<file path="src/rtl/led_bit_encoder.sv">
// Single-wire LED pixel serializer: 24-bit words in over valid/ready,
// pulse-width-coded bits out MSB-first, with a low latch period between frames.
module led_bit_encoder #(
    parameter int BIT_CYCLES   = 62,
    parameter int T0H_CYCLES   = 20,
    parameter int T1H_CYCLES   = 40,
    parameter int RESET_CYCLES = 2500
) (
    input  logic        i_clk,
    input  logic        i_reset_n,
    input  logic [23:0] i_pixel_data,
    input  logic        i_pixel_valid,
    output logic        o_pixel_ready,
    output logic        o_dout,
    output logic        o_busy,
    output logic        o_frame_done
);

    localparam int SW = (BIT_CYCLES > 1) ? $clog2(BIT_CYCLES) : 1;
    localparam int LW = (RESET_CYCLES > 1) ? $clog2(RESET_CYCLES) : 1;

    localparam logic [SW-1:0] SLOT_LAST = SW'(BIT_CYCLES - 1);
    localparam logic [SW-1:0] T0H       = SW'(T0H_CYCLES);
    localparam logic [SW-1:0] T1H       = SW'(T1H_CYCLES);
    localparam logic [LW-1:0] LAT_LAST  = LW'(RESET_CYCLES - 1);

    typedef enum logic [1:0] {
        IDLE,
        SEND,
        LATCH
    } state_t;

    state_t        state;
    state_t        state_nxt;
    logic [23:0]   buf_q;
    logic          buf_full;
    logic [23:0]   shreg;
    logic [4:0]    bit_idx;
    logic [SW-1:0] slot;
    logic [LW-1:0] lat;
    logic          pend;

    logic          accept;
    logic          slot_last;
    logic          lat_last;
    logic          load;
    logic          shift;
    logic          pend_nxt;
    logic          dout_nxt;
    logic          done_nxt;

    assign accept        = i_pixel_valid && !buf_full;
    assign slot_last     = (slot == SLOT_LAST);
    assign lat_last      = (lat == LAT_LAST);
    assign o_pixel_ready = !buf_full;
    assign o_busy        = (state != IDLE);

    always_ff @(posedge i_clk or negedge i_reset_n) begin
        if (!i_reset_n) begin
            state <= IDLE;
        end else begin
            state <= state_nxt;
        end
    end

    // A word arriving mid-latch moves straight into the idle shift
    // register (pend) so the holding buffer can reopen immediately.
    always_comb begin
        state_nxt = state;
        load      = 1'b0;
        shift     = 1'b0;
        dout_nxt  = 1'b0;
        done_nxt  = 1'b0;
        pend_nxt  = 1'b0;
        unique case (state)
            IDLE: begin
                if (buf_full) begin
                    load      = 1'b1;
                    state_nxt = SEND;
                end
            end
            SEND: begin
                dout_nxt = (slot < (shreg[23] ? T1H : T0H));
                if (slot_last) begin
                    if (bit_idx != 5'd0) begin
                        shift = 1'b1;
                    end else if (buf_full) begin
                        load = 1'b1;
                    end else begin
                        state_nxt = LATCH;
                    end
                end
            end
            LATCH: begin
                if (lat_last) begin
                    done_nxt = 1'b1;
                    if (pend) begin
                        state_nxt = SEND;
                    end else if (buf_full) begin
                        load      = 1'b1;
                        state_nxt = SEND;
                    end else begin
                        state_nxt = IDLE;
                    end
                end else begin
                    pend_nxt = pend;
                    if (buf_full && !pend) begin
                        load     = 1'b1;
                        pend_nxt = 1'b1;
                    end
                end
            end
            default: begin
                state_nxt = IDLE;
            end
        endcase
    end

    always_ff @(posedge i_clk or negedge i_reset_n) begin
        if (!i_reset_n) begin
            buf_q    <= '0;
            buf_full <= 1'b0;
        end else if (accept) begin
            buf_q    <= i_pixel_data;
            buf_full <= 1'b1;
        end else if (load) begin
            buf_full <= 1'b0;
        end
    end

    always_ff @(posedge i_clk or negedge i_reset_n) begin
        if (!i_reset_n) begin
            shreg   <= '0;
            bit_idx <= '0;
        end else if (load) begin
            shreg   <= buf_q;
            bit_idx <= 5'd23;
        end else if (shift) begin
            shreg   <= {shreg[22:0], 1'b0};
            bit_idx <= bit_idx - 5'd1;
        end
    end

    always_ff @(posedge i_clk or negedge i_reset_n) begin
        if (!i_reset_n) begin
            slot <= '0;
            lat  <= '0;
            pend <= 1'b0;
        end else begin
            slot <= (state == SEND && !slot_last) ? slot + 1'b1 : '0;
            lat  <= (state == LATCH && !lat_last) ? lat + 1'b1 : '0;
            pend <= pend_nxt;
        end
    end

    always_ff @(posedge i_clk or negedge i_reset_n) begin
        if (!i_reset_n) begin
            o_dout       <= 1'b0;
            o_frame_done <= 1'b0;
        end else begin
            o_dout       <= dout_nxt;
            o_frame_done <= done_nxt;
        end
    end

endmodule

</file>
<file path="config.mk">
export PLATFORM = sky130hd
export DESIGN_NAME = led_bit_encoder
export DESIGN_NICKNAME = d
export VERILOG_FILES = /design/src/rtl/led_bit_encoder.sv
export SDC_FILE = /design/constraint.sdc
export NUM_CORES = 1
export LEC_CHECK = 0
export ABC_AREA = 1
export CAP_MARGIN = 30
export CORE_ASPECT_RATIO = 0.6
export CORE_MARGIN = 8
export CORE_UTILIZATION = 36
export CTS_BUF_LIST = sky130_fd_sc_hd__clkbuf_16
export DETAILED_ROUTE_END_ITERATION = 7
export PLACE_DENSITY = 0.66
export SYNTH_ARGS = -nofsm -noshare
export SYNTH_HDL_FRONTEND = slang
export SYNTH_SLANG_ARGS = --single-unit
</file>
<file path="constraint.sdc">
create_clock -name i_clk -period 1.51 [get_ports i_clk]
set_input_delay 0.2265 -clock i_clk [delete_from_list [all_inputs] [get_ports i_clk]]
set_output_delay 0.2265 -clock i_clk [all_outputs]
set_load 0.005 [all_outputs]
</file>
Word level (Yosys, flattened, before mapping)
Cells that the tools add are included.

$add $sub $neg: 3. $lt $le $gt $ge: 1. Eq/ne operators: 10. Mux-type cells: 33. Reduce and logical (&&, ||, !) cells: 14.

Operators by type and width (count): 2-to-1 mux 24 bit (2); 2-to-1 mux 1 bit (19); adder 12 x 1 -> 12 bit (second input constant) (1); == test 12 bit (second input constant) (1); 2-to-1 mux 12 bit (1); 2-to-1 mux 6 bit (2); 2-to-1 mux 2 bit (5); 2-to-1 mux 5 bit (2); inequality test 2 bit (second input constant) (5); adder 6 x 1 -> 6 bit (second input constant) (1); == test 6 bit (second input constant) (1); less-than comparator 6 bit (1); one-hot mux 2 bit (3 select lines) (1); nonzero test 2 bit (3); AND reduction 5 bit (1); nonzero test 5 bit (1); subtractor 5 x 1 -> 5 bit (second input constant) (1); logical AND 1 bit (4); zero test 1 bit (4); inequality test 3 bit (second input constant) (1); one-hot mux 1 bit (3 select lines) (1); == test 2 x 1 -> 1 bit (second input constant) (1); == test 2 bit (second input constant) (1); zero test 2 bit (1).

Bits in registers: 77. Output and inout port bits: 4.

Longest topological paths before layout
Word-level depth: 7. Depth in mapped cells: 11. Depth with buffers taken out: 11.

Worst setup path after synthesis
No wires, ideal clock.

Path type: register to register. Start point: reg bit_idx[0]. End point: reg shreg[10]. Arrival: 1.405 ns. Setup slack: -0.014 ns. Cell stages (with the launch flop): 11. Path through: dfrtp_1 > inv_1 > ha_1 > inv_1 > nor2_1 > nand2_1 > nand3_4 > dlymetal6s2s_1 > nor2_1 > a21oi_2 > nand2_1.

Word-level cells in the longest chain between the ends: 5. Elaborated cells on any way between the ends: 9. Classes of those cells: 7 x mux; 2 x reduce/logical.

RTL lines: from (decl) (line 38) `logic [4:0] bit_idx;`; from (signal assigned) (line 140) `bit_idx <= bit_idx - 5'd1;`; nonzero test 5 bit (*) (line 85) `if (bit_idx != 5'd0) begin`; 2-to-1 mux 1 bit (line 85); 2-to-1 mux 1 bit (line 84) `if (slot_last) begin`; one-hot mux 1 bit (3 select lines) / 2-to-1 mux 1 bit (equally long branches) (line 75) `unique case (state)`; 2-to-1 mux 24 bit / nonzero test 2 bit (equally long branches); to (signal assigned) (line 136) `shreg <= buf_q;`; to (signal assigned) (line 139) `shreg <= {shreg[22:0], 1'b0};`; to (decl) (line 37) `logic [23:0] shreg;`.

Every way passes the cells marked *; elsewhere a longest branch is shown, timed or not. A chain may end at the register's enable or synchronous reset.

Worst setup path in the final report
Start point: reg state[1]. End point: reg bit_idx[0].

Word-level cells in the longest chain between the ends: 3. Elaborated cells on any way between the ends: 7. Classes of those cells: 2 x eq/ne; 3 x mux; 2 x reduce/logical.

RTL lines: from (decl) (line 33) `state_t state;`; from (signal assigned) (line 62) `state <= state_nxt;`; == test 2 bit (tied with other cells) (line 75); one-hot mux 1 bit (3 select lines) / 2-to-1 mux 1 bit (equally long branches) (line 75); 2-to-1 mux 5 bit / nonzero test 2 bit (equally long branches).

Several ways; a longest one is shown, not always the timed one.

==> flow_metrics.py <==
metrics = {
    "outcome": {
        "status": "complete, but fails checks",
        "violations": "setup timing",
    },
    "place": {
        "port_buffers": 30,
        "gp_congestion": 0.838,
        "pre_cts_ws_ns": -0.224,
        "hpwl_mm": 4.96,
    },
    "power_and_ir_drop": {
        "p_per_area_nw_per_um2": 949,
        "p_leak_nw": 2.24,
        "internal_power_mw": 3.64,
        "swShare_pct": 22.8,
        "irDropWorstVdd_uv": 651,
        "power_frac_comb_pct": 8.9,
        "p_clk_share_pct": 38.7,
        "seqPwrFrac_pct": 52.4,
        "switching_power_mw": 1.08,
    },
    "routing": {
        "wl_mm": 8.19,
        "first_pass_iters": 4,
        "viasPerCell": 4.57,
        "drc_errors": 0,
        "drtIter0Drc": 191,
        "vias": 2735,
        "wl_per_cell_um": 13.7,
        "ant_nets": 0,
    },
    "cts": {
        "path_clk_slew_ns": 0.06,
        "htreeDepth": 3,
        "cts_tree": "yes",
        "clock_sinks": 77,
        "insertion_delay_ns": 0.33,
        "cts_buffers": 9,
        "cts_root_buf": "clkbuf_16",
        "clockBufferDepth": 2,
    },
    "logic_synthesis": {
        "yosysTopAreaCell": "dfrtp_1",
        "synthDistinctLibCells": 34,
        "synth.top_cell.area_share_pct": 51.7,
        "synthFlopType": "dfrtp_1",
        "synth_area_leaders": "dfrtp_1 (52%), nand2_1 (8.4%), mux2_2 (7.0%)",
        "synth_edf_count": 0,
        "synth-seq-cells": 77,
        "synth_area_um2": 3720,
        "synth_commonest_cells": "nand2_1 (83), dfrtp_1 (77), nor2_1 (54)",
        "synthCells": 393,
        "synth_nets": 428,
        "async_flop_share_pct": 100,
        "yosysWarningCount": 0,
        "syn_area_per_cell_um2": 9.48,
        "yosysMostFrequentCell": "nand2_1",
        "seq_area_frac_synth_pct": 51.7,
    },
    "sta": {
        "fin_ws_ns": -0.0203,
        "setup_viol": 3,
        "holdWs_ns": 0.444,
        "fin_crit_sh_pct": 101,
        "hold_viol": 0,
        "fin_crit_ns": 1.53,
        "max_freq_mhz": 653,
        "report.final.slew_viol_count": 0,
        "worstMarginPinSlew_ns": 0.412,
        "rsz0062_at_grt": "yes",
        "clock_skew_ns": 0.0111,
        "max_slew_margin_pct": 72.5,
    },
    "worst_setup_path": {
        "slowest_stage": "dfrtp_1",
        "critical_path_required_ns": 1.73,
        "worst-setup-path-type": "flop to flop",
        "crit_buf_inv": 5,
        "start_kind": "flop",
        "worst-endpoint-arrival_ns": 1.75,
        "path_cells": "buf_4, inv_2, nand2_4, inv_2, nand3_4, buf_12, buf_12, a21oi_2, o21ai_1",
        "critPathMaxStageDelay_ns": 0.40,
        "cp_max_fo": 6,
        "setup.worst_path.end_class": "flop",
        "critPathTopFamily": "buffers and inverters",
    },
    "grt": {
        "grt_pass1_vias": 2806,
        "grt_overflow": 0,
        "grt_max_degree": 78,
        "grt_util_all_layers_pct": 11.8,
        "antenna_found_initial": 0,
        "grt_pass1_wl_mm": 13.2,
    },
    "floorplan": {
        "core_um2": 9950,
        "die_y_um": 94.8,
        "dieArea_um2": 14000,
        "start_util_pct": 37.4,
        "rows": 28,
        "die_x_um": 147,
        "io_pins": 31,
    },
    "worst_hold_path": {
        "holdCritPathClass": "input pin to async pin",
    },
    "finish": {
        "drive_above_1_share_pct": 30.2,
        "diodes": 0,
        "nNetsFinal": 496,
        "syn_to_final_growth_pct": 33.3,
    },
    "flow_run": {
        "maxCapViolations": 0,
    },
}
## power groups by stage
| stage | registers, mW | clock network, mW | logic, mW |
|---|---|---|---|
| detailed placement | 2.50 | 0 | 0.392 |
| global placement | 2.49 | 0 | 0.375 |
| CTS | 2.47 | 1.88 | 0.403 |
| global route | 2.50 | 1.99 | 0.469 |
| finish | 2.47 | 1.82 | 0.422 |
| floorplan | 2.45 | 0 | 0.235 |
## routing by layer
metal  GRT usage, %  share of wire [%]  vias to the layer above
met5              0                  0                        -
met2           18.6                 44                       41
met1           14.9                 51                     1308
met3           4.25                3.5                        4
li1               -                  -                     1382
met4           3.63               0.72                        0
## logic make-up (layout without fill, tap and decap cells)
group / after synthesis / after routing / synth area share [%]
and+or+nand+nor: 174 / 175 / 20.9
buffers and inverters: 62 / 131 / 8.67
DFF: 77 / 77 / 51.7
muxes: 23 / 23 / 6.95
xor gates and xnor gates: 7 / 7 / 1.65
AOI/OAI and AO/OA: 42 / 42 / 7.39
adders and majority gates: 8 / 8 / 2.69
## metrics by stage
step	instance area, µm²	std cells	total power, mW	TNS (ns)	utilization (%)
2_1_floorplan	3720	393	2.68	0	-
3_3_place_gp	4330	571	2.87	-4.14	43.5
3_5_place_dp	4330	571	2.89	-5.35	43.5
4_1_cts	4730	592	4.75	-0.0545	47.5
5_1_grt	4970	598	4.96	-1.99	49.9
6_report	4970	598	4.71	-0.0411	49.9
## what timing repair did
| action | 4_1_cts | 5_1_grt |
|---|---|---|
| endpoints found under the hold margin | 77 | 0 |
| resized for setup | 23 | 32 |
| setup endpoints to repair | 32 | 56 |
| hold buffers | 1 | 0 |
| buffers inserted | 5 | 2 |
| pin swaps | 2 | 9 |
| gates cloned | 2 | 4 |
## layout by cell type, fill, tap and decap left out, drive strengths merged, types with 3 or more instances in the layout
cell	n
xor2	6
nor2	59
clkinv	3
inv	51
clkdlybuf4s50	27
clkbuf	12
nand2	87
nand3	14
buf	34
a21oi	31
mux2	23
ha	8
o21ai	10
nor3b	4
dfrtp	77
nor3	8
## worst reg2reg max path, cell delays in order (launching register included)
cell	delay, ns
dfrtp_1	0.40
buf_4	0.15
inv_2	0.10
nand2_4	0.09
inv_2	0.11
nand3_4	0.10
buf_12	0.16
buf_12	0.13
a21oi_2	0.11
o21ai_1	0.08
## worst paths after layout
path,start,to,slack [ns],depth (start not counted)
worst max-delay path,state[1],bit_idx[0],-0.02,9
worst min-delay path,i_reset_n,lat[3],0.44,3
worst max register to register,state[1],bit_idx[0],-0.02,9
worst min register to register,shreg[1],shreg[1],0.47,2
max in group asynchronous,i_reset_n,state[0],0.69,3
min in group i_clk,shreg[1],shreg[1],0.47,2
## registers in the layout, summed over array words and instances (netlist names)
signal        count
buf_full          1
o_frame_done      1
pend              1
o_dout            1
shreg            24
slot              6
state             2
bit_idx           5
buf_q            24
lat              12
## cell type report
class                      count  area (µm²)
clock buffer                   9         225
clock inverter                 4        18.8
fill                         900        4980
inverter                      51         194
multi-input combinational    255        1650
sequential                    77        1930
tap                          135         169
timing repair buffer          67         781
No activity file was read; power rests on OpenSTA's default activity.
